==> src/rtl/cbc_pkg.sv <==
// cbc_pkg: shared types and helpers for the 4-bit CBC stream controller.
//   NIB_W   nibble width
//   mode_e  MODE_ENC / MODE_DEC
//   state_e controller FSM states (IDLE, RUN, DRAIN)
//   swp()   bit-pair swap used by the nibble cipher
package cbc_pkg;

    localparam int NIB_W = 4;

    typedef enum logic {
        MODE_ENC = 1'b0,
        MODE_DEC = 1'b1
    } mode_e;

    typedef enum logic [1:0] {
        IDLE  = 2'd0,
        RUN   = 2'd1,
        DRAIN = 2'd2
    } state_e;

    // Swap the bits inside each pair: {x[2], x[3], x[0], x[1]}.
    function automatic logic [NIB_W-1:0] swp(input logic [NIB_W-1:0] x);
        return {x[2], x[3], x[0], x[1]};
    endfunction

endpackage

==> src/rtl/cbc_nibble_core.sv <==
// cbc_nibble_core: combinational single-nibble CBC step.
//   data        in   input nibble (plaintext on encrypt, ciphertext on decrypt)
//   key         in   cipher key
//   chain       in   current chaining value
//   mode        in   MODE_ENC / MODE_DEC
//   out         out  resulting nibble
//   next_chain  out  chaining value for the following nibble
module cbc_nibble_core
    import cbc_pkg::*;
(
    input  logic [NIB_W-1:0] data,
    input  logic [NIB_W-1:0] key,
    input  logic [NIB_W-1:0] chain,
    input  mode_e            mode,
    output logic [NIB_W-1:0] out,
    output logic [NIB_W-1:0] next_chain
);

    always_comb begin
        out        = '0;
        next_chain = '0;
        if (mode == MODE_DEC) begin
            // Decrypt chains on the incoming ciphertext, not on the result.
            out        = swp(data) ^ key ^ chain;
            next_chain = data;
        end else begin
            out        = swp(data ^ chain ^ key);
            next_chain = swp(data ^ chain ^ key);
        end
    end

endmodule

==> src/rtl/cbc_stream_ctrl.sv <==
// cbc_stream_ctrl: sequencer for the 4-bit CBC block cipher.
// Accepts a message of `len` nibbles on a valid/ready stream, runs each accepted nibble through
// one shared cbc_nibble_core and emits the result through a 1-entry output register.
//   clk, rst_n          clock, synchronous active-low reset
//   start, mode, key,   message setup; sampled only in IDLE
//   iv, len
//   in_valid/in_ready,  input nibble stream
//   in_data
//   out_valid/out_ready,output nibble stream; out_last marks the final nibble
//   out_data, out_last
//   busy                state != IDLE
//   done                1-cycle pulse when the final nibble has been taken by the sink
//   err                 1-cycle pulse when start is seen with len == 0
//   msg_cnt             completed-message counter, only when CBC_CTRL_CNT_EN is defined
// Optional feature macro: CBC_CTRL_CNT_EN.
module cbc_stream_ctrl
    import cbc_pkg::*;
#(
    parameter int unsigned LEN_W = 8
) (
    input  logic             clk,
    input  logic             rst_n,
    input  logic             start,
    input  logic             mode,
    input  logic [NIB_W-1:0] key,
    input  logic [NIB_W-1:0] iv,
    input  logic [LEN_W-1:0] len,
    input  logic             in_valid,
    input  logic [NIB_W-1:0] in_data,
    output logic             in_ready,
    output logic             out_valid,
    output logic [NIB_W-1:0] out_data,
    output logic             out_last,
    input  logic             out_ready,
    output logic             busy,
    output logic             done,
`ifdef CBC_CTRL_CNT_EN
    output logic             err,
    output logic [15:0]      msg_cnt
`else
    output logic             err
`endif
);

    state_e           state_q;
    mode_e            mode_q;
    logic [NIB_W-1:0] key_q;
    logic [NIB_W-1:0] chain_q;
    logic [LEN_W-1:0] rem_q;
    logic             out_valid_q;
    logic [NIB_W-1:0] out_data_q;
    logic             out_last_q;
    logic             done_q;
    logic             err_q;
`ifdef CBC_CTRL_CNT_EN
    logic [15:0]      msg_cnt_q;
`endif

    logic             in_fire;
    logic             out_fire;
    logic             last_nib;
    logic [NIB_W-1:0] core_out;
    logic [NIB_W-1:0] core_next_chain;

    cbc_nibble_core u_core (
        .data       (in_data),
        .key        (key_q),
        .chain      (chain_q),
        .mode       (mode_q),
        .out        (core_out),
        .next_chain (core_next_chain)
    );

    // The output register can take a new nibble when empty or when it drains this same cycle.
    assign in_ready = (state_q == RUN) && (!out_valid_q || out_ready);
    assign in_fire  = in_valid && in_ready;
    assign out_fire = out_valid_q && out_ready;
    assign last_nib = (rem_q == LEN_W'(1));

    always_ff @(posedge clk) begin
        if (!rst_n) begin
            state_q     <= IDLE;
            mode_q      <= MODE_ENC;
            key_q       <= '0;
            chain_q     <= '0;
            rem_q       <= '0;
            out_valid_q <= 1'b0;
            out_data_q  <= '0;
            out_last_q  <= 1'b0;
            done_q      <= 1'b0;
            err_q       <= 1'b0;
`ifdef CBC_CTRL_CNT_EN
            msg_cnt_q   <= 16'd0;
`endif
        end else begin
            done_q <= 1'b0;
            err_q  <= 1'b0;
            // A refill in RUN below overrides this clear.
            if (out_fire) begin
                out_valid_q <= 1'b0;
            end
            case (state_q)
                IDLE: begin
                    if (start) begin
                        if (len == '0) begin
                            err_q <= 1'b1;
                        end else begin
                            mode_q  <= mode_e'(mode);
                            key_q   <= key;
                            chain_q <= iv;
                            rem_q   <= len;
                            state_q <= RUN;
                        end
                    end
                end
                RUN: begin
                    if (in_fire) begin
                        out_data_q  <= core_out;
                        out_valid_q <= 1'b1;
                        out_last_q  <= last_nib;
                        rem_q       <= rem_q - LEN_W'(1);
                        chain_q     <= core_next_chain;
                        if (last_nib) begin
                            state_q <= DRAIN;
                        end
                    end
                end
                DRAIN: begin
                    // Only the final nibble can be pending here.
                    if (out_fire) begin
                        state_q <= IDLE;
                        done_q  <= 1'b1;
`ifdef CBC_CTRL_CNT_EN
                        msg_cnt_q <= msg_cnt_q + 16'd1;
`endif
                    end
                end
                default: state_q <= IDLE;
            endcase
        end
    end

    assign out_valid = out_valid_q;
    assign out_data  = out_data_q;
    assign out_last  = out_last_q;
    assign busy      = (state_q != IDLE);
    assign done      = done_q;
    assign err       = err_q;
`ifdef CBC_CTRL_CNT_EN
    assign msg_cnt   = msg_cnt_q;
`endif

endmodule

==> config.mk <==
export PLATFORM = sky130hd
export DESIGN_NAME = cbc_stream_ctrl
export DESIGN_NICKNAME = d
export VERILOG_FILES = /design/src/rtl/cbc_pkg.sv /design/src/rtl/cbc_nibble_core.sv /design/src/rtl/cbc_stream_ctrl.sv
export SDC_FILE = /design/constraint.sdc
export NUM_CORES = 1
export LEC_CHECK = 0
export ABC_AREA = 1
export BUFFER_PORTS_ARGS = -buffer_cell sky130_fd_sc_hd__buf_2
export CORE_ASPECT_RATIO = 0.6
export CORE_MARGIN = 2
export CORE_UTILIZATION = 45
export CTS_CLUSTER_SIZE = 20
export DETAILED_ROUTE_END_ITERATION = 10
export PLACE_DENSITY = 0.68
export SYNTH_ARGS = -nofsm -noshare
export SYNTH_HDL_FRONTEND = slang
export SYNTH_HIERARCHICAL = 1
export SYNTH_SLANG_ARGS = --single-unit
==> constraint.sdc <==
create_clock -name clk -period 1.45 [get_ports clk]
set_input_delay 0.145 -clock clk [delete_from_list [all_inputs] [get_ports clk]]
set_output_delay 0.145 -clock clk [all_outputs]
set_load 0.01 [all_outputs]
After elaboration in Yosys (flattened, before gate mapping). Index checks and enable logic that the tools add are counted.

Bits in registers: 27. Logic and storage cells: 60. Input port bits: 26. Output and inout bits: 10.

Add/sub/neg operators: 1. Bitwise operators: 5. Eq/ne operators: 8. Muxes and demuxes: 21. Reductions and logical operators: 15.

Operators by type and width (number): $mux W8 (3); $mux W4 (5); $pmux W8 S2 (1); $xor A4 B4 Y4 (4); $mux W2 (5); $ne A2 B2 Y1 const B (5); $eq A8 B1 Y1 const B (1); $logic_not A8 Y1 (1); $pmux W4 S2 (1); $sub A8 B1 Y8 const B (1); $pmux W2 S3 (1); $reduce_and A3 Y1 (2); $mux W1 (5); $reduce_and A5 Y1 (1); $reduce_and A2 Y1 (2); $reduce_and A4 Y1 (1); $reduce_bool A2 Y1 (2); $logic_and A1 B1 Y1 (3); $eq A2 B1 Y1 const B (1); $eq A2 B2 Y1 const B (1); $logic_not A2 Y1 (1); $logic_not A1 Y1 (1); $logic_or A1 B1 Y1 (1); $not A1 Y1 (1).

Longest topological paths before layout. Gate-level depths: netlist (run 1).

Word-level depth: 6. Mapped depth: 10. Gate-level depth less buffers: 10.

Modules after synthesis. The synthesis (run 1) kept the hierarchy.

Modules (own cells, without submodules): cbc_stream_ctrl (cells each 217, times used 1, area an instance 1450.1 µm², sequential area each 540.5 µm²); cbc_nibble_core (cells each 72, times used 1, area an instance 314.1 µm², sequential area each 0.0 µm²).

Worst setup path after synthesis (run 1). Ideal clock, no wire load.

Kind: register -> register. Start point: reg state_q[0]. End point: reg rem_q[5]. Clock period less this slack: 1302 ps. Path buffers: 1. Stages on the path, launching flop included: 9. Setup slack: 148 ps. Library setup time: 111 ps. Arrival: 1190 ps. Required time: 1339 ps. Cell sequence: dfxtp_1 -> nor2_2 -> inv_2 -> nor2_4 -> nor2_8 -> nand3_4 -> buf_6 -> nor2_1 -> nor2_1.

Word-level cells in the longest chain between the ends: 5. Elaborated cells between the ends (all ways): 10. Those cells by class: eq/ne: 4; mux: 1; reduce/logical: 5.

RTL lines: start: declaration (line cbc_stream_ctrl.sv:45) `state_e state_q;`; start signal: assignment (line cbc_stream_ctrl.sv:82) `state_q <= IDLE;`; start signal: assignment (line cbc_stream_ctrl.sv:112) `state_q <= RUN;`; start signal: assignment (line cbc_stream_ctrl.sv:124) `state_q <= DRAIN;`; $eq A2 B1 Y1 (line cbc_stream_ctrl.sv:75, cbc_stream_ctrl.sv:102); $logic_and A1 B1 Y1 (line cbc_stream_ctrl.sv:75) `assign in_ready = (state_q == RUN) && (!out_valid_q || out_ready);`; $logic_and A1 B1 Y1 (line cbc_stream_ctrl.sv:76) `assign in_fire = in_valid && in_ready;`; $ne A2 B2 Y1 (no line); $reduce_and A4 Y1 (no line); end signal: assignment (line cbc_stream_ctrl.sv:111) `rem_q <= len;`; end signal: assignment (line cbc_stream_ctrl.sv:121) `rem_q <= rem_q - LEN_W'(1);`; end: declaration (line cbc_stream_ctrl.sv:49) `logic [LEN_W-1:0] rem_q;`.

Parallel ways exist; a longest one is shown, timed or not. A chain may end at the register's enable or synchronous reset.

Worst setup path in the final report (run 1).
Start point: reg state_q[1]. End point: out in_ready.

Word-level cells in the longest chain between the ends: 2.

RTL lines: $eq A2 B1 Y1 (line cbc_stream_ctrl.sv:75); $logic_and A1 B1 Y1 (line cbc_stream_ctrl.sv:75); end: declaration (line cbc_stream_ctrl.sv:30) `output logic in_ready,`.

No other way between the ends.

==> results.py, run 1 <==
metrics = {
    "min_path": {
        "whs_path_depth": 3,
        "min_path_type": "in -> reg",
    },
    "yosys": {
        "async_reset_ff_frac": 0,
        "synth_cells": 289,
        "syn_avg_cell_area_um2": 6.10,
        "synth-edff-count": 0,
        "synthDistinctLibCells": 28,
        "synth_fa_ha_area_frac": 0.0142,
        "yosys_register_bits": 27,
        "yosys-top-cells-count": "nand2_1, nand3_1, nor2_1",
        "syn_nets": 317,
        "yosys.area_share.simple": 0.484,
        "synth_xor_area_frac": 0,
        "synth.most_common_cell": "nand2_1",
        "synth_ff_type": "dfxtp_1",
        "yosysTopAreaCell": "dfxtp_1",
        "synth_compound_area_frac": 0.104,
        "ys_seq_area_frac": 0.306,
        "synth_area_leaders": "dfxtp_1, nand2_1, nand3_1",
        "syn_area_um2": 1760,
        "synth_warnings": 6,
        "synth_top_area_frac": 0.306,
        "synth_top_family_by_area": "simple AND/OR/NAND/NOR gates",
        "synth_mux_area_frac": 0,
    },
    "status": {
        "status": "finished, final reports clean",
    },
    "setup_path": {
        "crit_path_top_delay_cell": "dfxtp_2",
        "crit_path_end": "in_ready",
        "worst-path-buf-inv": 3,
        "critPathMaxFanout": 10,
        "crit_chain": "inv_4 -> nand2_8 -> nor2_2 -> buf_4 -> buf_2",
        "startpoint": "state_q[1]$_SDFFE_PN0P_",
        "crit-reg2reg-capture": "rem_q[0]$_SDFFE_PN0P_",
        "cp.required_ns": 1.31,
        "critPathLaunchType": "flop",
        "cp.depth": 5,
        "worst_r2r_path_depth": 7,
        "crit_type": "reg -> out",
        "worstPathArrival_ns": 1.21,
        "cp-end-kind": "output pin",
        "crit_family": "buffers and inverters",
        "r2r-start": "state_q[0]$_SDFFE_PN0P_",
        "slowest_delay_ns": 0.35,
        "rrSetupSlack_ns": 0.12,
    },
    "route": {
        "via_count": 1943,
        "drc": 0,
        "drt_iter0_drc": 104,
        "ant_nets": 0,
        "first_pass_iters": 4,
        "drt_wl_total_mm": 4.80,
        "via_per_inst": 5.09,
        "routedWlPerCell_um": 12.6,
    },
    "power": {
        "peakVddDrop_mv": 0.814,
        "power_frac_clock": 0.110,
        "powerDensity_nw_per_um2": 1910,
        "p_total_mw": 4.07,
        "seq_power_share": 0.305,
        "switchingPower_mw": 1.99,
        "internal_power_mw": 2.07,
        "p_sw_frac": 0.490,
        "power_leakage_nw": 1.03,
        "pwr-share-comb": 0.586,
    },
    "sta": {
        "worstMarginPinSlew_ns": 0.416,
        "maxSlewHeadroom": 0.720,
        "setup-tns-final_ns": 0,
        "rsz0062_at_grt": "no",
        "setup_violations": 0,
        "slew_viol_final": 0,
        "hold_viol": 0,
        "max_freq_ghz": 0.738,
        "period_share": 0.935,
        "post-route-min-period_ns": 1.36,
        "skew_ns": 0.00829,
    },
    "cells_and_area": {
        "finish.net_count": 364,
        "drive_gt1_frac": 0.236,
        "diodes": 0,
        "stdcell_area_um2": 2130,
        "syn_to_final_growth_pct": 20.5,
    },
    "global_route": {
        "grt_usage": 0.231,
        "grt_pass1_wl_mm": 7.97,
        "grt_max_degree": 16,
        "antenna_found_initial": 0,
        "grt-ovfl-total": 0,
        "grt_pass1_vias": 1694,
    },
    "clocking": {
        "tritoncts": "built",
        "cts_setup_buffers": 0,
        "htreeDepth": 1,
        "clk_pin_slew_worst_paths_ns": 0.10,
        "clk_latency_ns": 0.28,
        "numCtsBuffers": 3,
        "cts.sinks": 27,
        "cts-root-buf": "clkbuf_8",
        "cts_buffer_depth": 2,
    },
    "floorplanning": {
        "initial_utilization": 0.474,
        "placementRows": 17,
        "core_um2": 3720,
        "dieArea_um2": 4450,
        "ios": 36,
        "die_x_um": 84.8,
        "die_h_um": 52.5,
    },
    "placement": {
        "dp_hpwl_mm": 3.76,
        "placed_area_um2": 2060,
        "gp_congestion": 0.899,
        "port_buffers": 35,
    },
    "job": {
        "drv_cap": 0,
    },
}
-- logic make-up after synthesis --
kind of cell	after synthesis
AND/OR/NAND/NOR	188
buffers and inverters	39
AO/OA/AOI/OAI	33
flip-flops	27
adder cells (fa/ha/maj)	2
-- worst min path at each step --
| stage | startpoint | endpoint | slack [ns] |
|---|---|---|---|
| global placement | key[1] | key_q[1]$_SDFFE_PN0P_ | 0.38 |
| finish | key[1] | key_q[1]$_SDFFE_PN0P_ | 0.09 |
| CTS | key[1] | key_q[1]$_SDFFE_PN0P_ | 0.09 |
| floorplan | out_ready | done$_SDFF_PN0_ | 0.28 |
| detailed placement | key[1] | key_q[1]$_SDFFE_PN0P_ | 0.38 |
| global route | key[1] | key_q[1]$_SDFFE_PN0P_ | 0.09 |
-- metal layers --
layer / share of wire / wire length [um] / vias up / global-route usage
li1: - / - / 1018 / -
met1: 0.54 / 2590 / 857 / 0.356
met2: 0.39 / 1880 / 68 / 0.343
met3: 0.069 / 333 / 0 / 0.0425
met4: 0 / 0 / 0 / 0.0238
met5: 0 / 0 / - / 0
-- flip-flops by register name (all words and copies together), names as in the netlist --
| name | cells |
|---|---|
| rem_q | 8 |
| out_last | 1 |
| out_data | 4 |
| state_q | 2 |
| key_q | 4 |
| mode_q | 1 |
| out_valid | 1 |
| err | 1 |
| done | 1 |
| chain_q | 4 |
-- per-stage QoR --
step                worst slack, ns  cells   util  hold slack, ns
floorplan                     0.148    289      -           0.280
global placement              0.110    378  0.553           0.385
detailed placement           0.0968    378  0.553           0.384
CTS                          0.0410    382  0.566          0.0888
global route                0.00604    382  0.571          0.0924
finish                       0.0945    382  0.571          0.0908
-- cell usage in the layout (no fill, tap or decap), types with 2 or more instances in the layout --
cell type / n
buf_4: 13
o21ai_0: 12
nand3_1: 41
clkbuf_8: 3
nand2_2: 3
dfxtp_1: 24
a21oi_1: 18
nor2_1: 27
inv_1: 26
nand3_2: 2
nor4_1: 2
nor2_2: 5
ha_1: 2
nor2_4: 2
nor3_1: 6
inv_2: 5
nand2_1: 95
buf_2: 35
dfxtp_2: 3
-- worst register-to-register path, cell delays in order, from the launching register on --
cell     delay [ns]
dfxtp_2        0.38
nor2_2         0.17
inv_2          0.09
nor2_4         0.16
nor2_8         0.07
nand3_4        0.16
nand2_1        0.08
a21oi_1        0.15
-- layout make-up --
| class | instances | area, um2 |
|---|---|---|
| fill | 391 | 1600 |
| multi-input combinational | 223 | 1080 |
| sequential | 27 | 544 |
| timing repair buffer | 48 | 273 |
| inverter | 33 | 126 |
| tap | 47 | 58.8 |
| clock buffer | 3 | 41.3 |
| clock inverter | 1 | 5.00 |
-- power by group through the flow --
stage,clock network (mW),registers [mW],logic (mW)
after CTS,0.454,1.21,2.32
after global routing,0.487,1.28,2.72
final,0.446,1.24,2.38
after floorplan,0,1.18,1.70
after detailed placement,0,1.23,2.30
after global placement,0,1.22,2.30
-- repair_timing --
item,CTS,global route
hold buffers,0,0
endpoints found under the hold margin,0,0
endpoints found under the setup margin,0,6
gates resized for setup,0,8
Power figures use the tool's default switching activity.
==> inputs of run 2 (changes only) <==
==> constraint.sdc (replaced) <==
create_clock -name clk -period 1.45 [get_ports clk]
set_input_delay 0.0725 -clock clk [delete_from_list [all_inputs] [get_ports clk]]
set_output_delay 0.0725 -clock clk [all_outputs]
set_load 0.01 [all_outputs]
==> results.py, run 2 (synthesized netlist as in run 1, its figures left out) <==
metrics = {
    "status": {
        "status": "finished, final reports clean",
    },
    "global_route": {
        "grt_pass1_wl_mm": 8.20,
        "antenna_found_initial": 0,
        "grt_usage": 0.240,
        "grt_max_degree": 17,
        "grt_pass1_vias": 1691,
        "grt-ovfl-total": 0,
    },
    "setup_path": {
        "critPathMaxFanout": 3,
        "crit_path_end": "state_q[0]$_SDFFE_PN0P_",
        "critPathLaunchType": "flop",
        "cp.required_ns": 1.69,
        "worst_r2r_path_depth": 10,
        "r2r-start": "rem_q[1]$_SDFFE_PN0P_",
        "slowest_delay_ns": 0.32,
        "crit_chain": "inv_1 -> ha_1 -> nand3_1 -> nor2_2 -> nor2_1 -> nor2_1 -> nand2_1 -> nand2_1 -> nand2_1 -> nor2_1",
        "crit_type": "reg -> reg",
        "crit-reg2reg-capture": "state_q[0]$_SDFFE_PN0P_",
        "crit_path_top_delay_cell": "dfxtp_1",
        "cp-end-kind": "flop",
        "worstPathArrival_ns": 1.62,
        "rrSetupSlack_ns": 0.07,
        "startpoint": "rem_q[1]$_SDFFE_PN0P_",
    },
    "clocking": {
        "clk_latency_ns": 0.29,
        "cts_buffer_depth": 2,
        "clk_pin_slew_worst_paths_ns": 0.11,
        "cts-root-buf": "clkbuf_8",
        "numCtsBuffers": 3,
        "tritoncts": "built",
        "cts.sinks": 27,
        "htreeDepth": 1,
        "hold_buffers": 0,
    },
    "placement": {
        "port_buffers": 35,
        "gp_congestion": 0.942,
        "dp_hpwl_mm": 3.80,
    },
    "floorplanning": {
        "die_x_um": 84.8,
        "die_h_um": 52.5,
        "core_um2": 3720,
        "dieArea_um2": 4450,
        "initial_utilization": 0.474,
        "placementRows": 17,
        "ios": 36,
    },
    "power": {
        "powerDensity_nw_per_um2": 1950,
        "pwr-share-comb": 0.600,
        "switchingPower_mw": 2.12,
        "seq_power_share": 0.292,
        "p_sw_frac": 0.491,
        "peakVddDrop_mv": 0.757,
        "internal_power_mw": 2.20,
        "power_frac_clock": 0.108,
        "power_leakage_nw": 1.06,
        "p_total_mw": 4.32,
    },
    "cells_and_area": {
        "syn_to_final_growth_pct": 25.3,
        "top_register": "rem_q",
        "largest_reg_flops": 8,
        "final_cell_mix": "nand2_1, nand3_1, buf_2",
        "final_common_cell": "nand2_1",
        "finish.net_count": 369,
        "drive_gt1_frac": 0.259,
        "diodes": 0,
        "post-route-util": 0.594,
    },
    "sta": {
        "max_freq_ghz": 0.724,
        "period_share": 0.953,
        "setup-tns-final_ns": 0,
        "whs_ns": 0.00374,
        "hold_viol": 0,
        "setup_violations": 0,
        "skew_ns": 0.0107,
        "slew_viol_final": 0,
        "worstMarginPinSlew_ns": 0.340,
        "post-route-min-period_ns": 1.38,
        "maxSlewHeadroom": 0.771,
    },
    "route": {
        "via_count": 2049,
        "via_per_inst": 5.29,
        "drc": 0,
        "drt_iter0_drc": 158,
        "routedWlPerCell_um": 13.1,
        "ant_nets": 0,
        "first_pass_iters": 4,
        "drt_wl_total_mm": 5.08,
    },
    "job": {
        "drv_cap": 0,
    },
    "min_path": {
        "min_path_type": "in -> reg",
    },
}
[run 2: power groups by stage]
stage | clock network (mW) | logic (mW) | registers [mW]
floorplan | 0 | 1.70 | 1.18
global placement | 0 | 2.29 | 1.23
detailed placement | 0 | 2.30 | 1.24
CTS | 0.469 | 2.31 | 1.22
global route | 0.506 | 2.91 | 1.30
finish | 0.468 | 2.59 | 1.26
[run 2: worst max-delay path, delay by kind of cell, from the launching register on]
| family | cells | cell delay [ns] |
|---|---|---|
| and+or+nand+nor | 8 | 0.77 |
| DFF | 1 | 0.32 |
| adders and majority gates | 1 | 0.15 |
| buffers and inverters | 1 | 0.09 |
[run 2: metal layers]
metal,vias up,share of wire,track usage,wire [um]
met5,-,0,0,0
met4,0,0.0090,0.0794,46
met3,5,0.11,0.0646,546
met2,102,0.39,0.322,1970
met1,910,0.50,0.364,2520
li1,1032,-,-,-
[run 2: timing repair]
action / in CTS / in global routing
gates resized for setup: 0 / 16
endpoints found under the setup margin: 0 / 15
setup buffers: 0 / 4
[run 2: how the worst min path moves through the flow]
stage          slack, ns                     to      start  cells past startpoint
6_report           0.004  key_q[2]$_SDFFE_PN0P_     key[2]                      3
5_1_grt             0.03  key_q[1]$_SDFFE_PN0P_     key[1]                      3
4_1_cts            0.008  key_q[3]$_SDFFE_PN0P_     key[3]                      3
3_5_place_dp        0.31  key_q[3]$_SDFFE_PN0P_     key[3]                      3
3_3_place_gp        0.30  key_q[2]$_SDFFE_PN0P_     key[2]                      3
2_1_floorplan       0.21        done$_SDFF_PN0_  out_ready                      2
[run 2: stage by stage]
step	area [um2]	worst slack, ns	instances
final	2210	0.0686	387
after global routing	2210	-0.0315	387
after CTS	2110	0.0295	382
after detailed placement	2060	0.0614	378
after global placement	2060	0.104	378
after floorplan	1760	0.148	289
[run 2: area by class of cell]
type | count | area, um2
well taps | 47 | 58.8
inverters | 33 | 133
multi-input cells | 224 | 1110
fillers | 381 | 1510
clock inverters | 1 | 7.51
flip-flops and latches | 27 | 547
repair buffers | 52 | 315
clock buffers | 3 | 41.3
==> inputs of run 3 (changes only) <==
RECOVER_POWER = 50   (was not set)
==> results.py, run 3 (synthesized netlist as in run 1, its figures left out) <==
metrics = {
    "cells_and_area": {
        "post-route-util": 0.590,
        "final_common_cell": "nand2_1",
        "stdcell_count": 387,
        "stdcell_area_um2": 2200,
        "top_register": "rem_q",
        "largest_reg_flops": 8,
        "finish.net_count": 369,
        "syn_to_final_growth_pct": 24.5,
        "drive_gt1_frac": 0.229,
        "final_cell_mix": "nand2_1, nand3_1, inv_1, buf_2, nor2_1",
        "diodes": 0,
    },
    "sta": {
        "post-route-min-period_ns": 1.38,
        "slew_viol_final": 0,
        "skew_ns": 0.00862,
        "setup_violations": 0,
        "hold_viol": 0,
        "layout_setup_ws_ns": 0.0678,
        "setup-tns-final_ns": 0,
        "max_freq_ghz": 0.724,
        "whs_ns": 0.00753,
        "worstMarginPinSlew_ns": 0.341,
        "maxSlewHeadroom": 0.771,
        "period_share": 0.953,
    },
    "min_path": {
        "worst_hold_startpoint": "key[2]",
        "min_path_type": "in -> reg",
    },
    "setup_path": {
        "cp.required_ns": 1.68,
        "cp-end-kind": "flop",
        "crit_type": "reg -> reg",
        "startpoint": "rem_q[1]$_SDFFE_PN0P_",
        "worst-path-buf-inv": 1,
        "crit_chain": "inv_1 -> ha_1 -> nand3_1 -> nor2_2 -> nor2_1 -> nor2_1 -> nand2_1 -> nand2_1 -> nand2_1 -> nor2_1",
        "worstPathArrival_ns": 1.62,
        "critPathMaxFanout": 3,
        "r2r-start": "rem_q[1]$_SDFFE_PN0P_",
        "crit_path_top_delay_cell": "dfxtp_1",
        "crit_family": "simple AND/OR/NAND/NOR gates",
        "slowest_delay_ns": 0.32,
        "critPathLaunchType": "flop",
    },
    "floorplanning": {
        "die_x_um": 84.8,
        "placementRows": 17,
        "initial_utilization": 0.474,
        "dieArea_um2": 4450,
        "ios": 36,
        "core_um2": 3720,
        "die_h_um": 52.5,
    },
    "route": {
        "drc": 0,
        "routedWlPerCell_um": 13.1,
        "first_pass_iters": 5,
        "via_count": 2052,
        "via_per_inst": 5.30,
        "drt_wl_total_mm": 5.09,
        "ant_nets": 0,
        "drt_iter0_drc": 141,
    },
    "power": {
        "switchingPower_mw": 2.12,
        "powerDensity_nw_per_um2": 1960,
        "power_frac_clock": 0.108,
        "p_total_mw": 4.30,
        "internal_power_mw": 2.18,
        "pwr-share-comb": 0.600,
        "seq_power_share": 0.293,
        "p_sw_frac": 0.492,
        "power_leakage_nw": 1.02,
        "peakVddDrop_mv": 0.758,
    },
    "placement": {
        "placed_area_um2": 2060,
        "gp_congestion": 0.942,
        "dp_cells": 378,
        "preCtsSetupSlack_ns": 0.0614,
        "dp_hpwl_mm": 3.80,
        "port_buffers": 35,
    },
    "clocking": {
        "numCtsBuffers": 3,
        "htreeDepth": 1,
        "clk_latency_ns": 0.29,
        "clk_pin_slew_worst_paths_ns": 0.10,
        "cts-root-buf": "clkbuf_8",
        "cts.sinks": 27,
        "tritoncts": "built",
        "cts_buffer_depth": 2,
    },
    "global_route": {
        "grt_usage": 0.240,
        "grt_pass1_vias": 1691,
        "grt_max_degree": 17,
        "grt-ovfl-total": 0,
        "grt_pass1_wl_mm": 8.20,
        "antenna_found_initial": 0,
    },
    "job": {
        "drv_cap": 0,
    },
    "status": {
        "status": "finished, final reports clean",
    },
}
[run 3: cell types whose count changed in the layout (fill, tap and decap cells not counted), sizes merged]
cell	previous run	this run
buf	52	43
clkbuf	3	12
[run 3: metal layers]
metal | vias to the layer above | GRT usage | wire length [um]
met2 | 108 | 0.322 | 1960
li1 | 1033 | - | -
met4 | 0 | 0.0794 | 46
met3 | 5 | 0.0646 | 476
met1 | 906 | 0.364 | 2610
met5 | - | 0 | 0
[run 3: repair_timing]
| item | 4_1_cts | 5_1_grt |
|---|---|---|
| hold buffers | 0 | 0 |
| hold endpoints to repair | 0 | 0 |
| gates resized for setup | 0 | 16 |
| setup buffers | 0 | 4 |
| endpoints found under the setup margin | 0 | 15 |
[run 3: worst reg2reg max path: cells and delay by family (launching register included)]
kind	cells	cell delay, ns
adder cells (fa/ha/maj)	1	0.15
AND/OR/NAND/NOR	8	0.76
buffers and inverters	1	0.09
flip-flops	1	0.32
[run 3: cell type report]
class,instances,area (um2)
Clock inverter,1,7.51
Timing Repair Buffer,52,302
Sequential cell,27,547
Multi-Input combinational cell,224,1110
Fill cell,387,1530
Tap cell,47,58.8
Clock buffer,3,41.3
Inverter,33,133
[run 3: power groups by stage]
stage          combinational (mW)  sequential (mW)  clock (mW)
2_1_floorplan                1.70             1.18           0
3_3_place_gp                 2.29             1.23           0
3_5_place_dp                 2.30             1.24           0
4_1_cts                      2.31             1.22       0.469
5_1_grt                      2.89             1.30       0.506
6_report                     2.58             1.26       0.463
[run 3: worst paths after layout]
| path | endpoint | slack, ns | depth (start not counted) |
|---|---|---|---|
| max | state_q[0]$_SDFFE_PN0P_ | 0.07 | 10 |
| max reg2reg | state_q[0]$_SDFFE_PN0P_ | 0.07 | 10 |
| min reg2reg | out_last$_SDFFE_PN0P_ | 0.45 | 2 |
| min | key_q[2]$_SDFFE_PN0P_ | 0.008 | 3 |
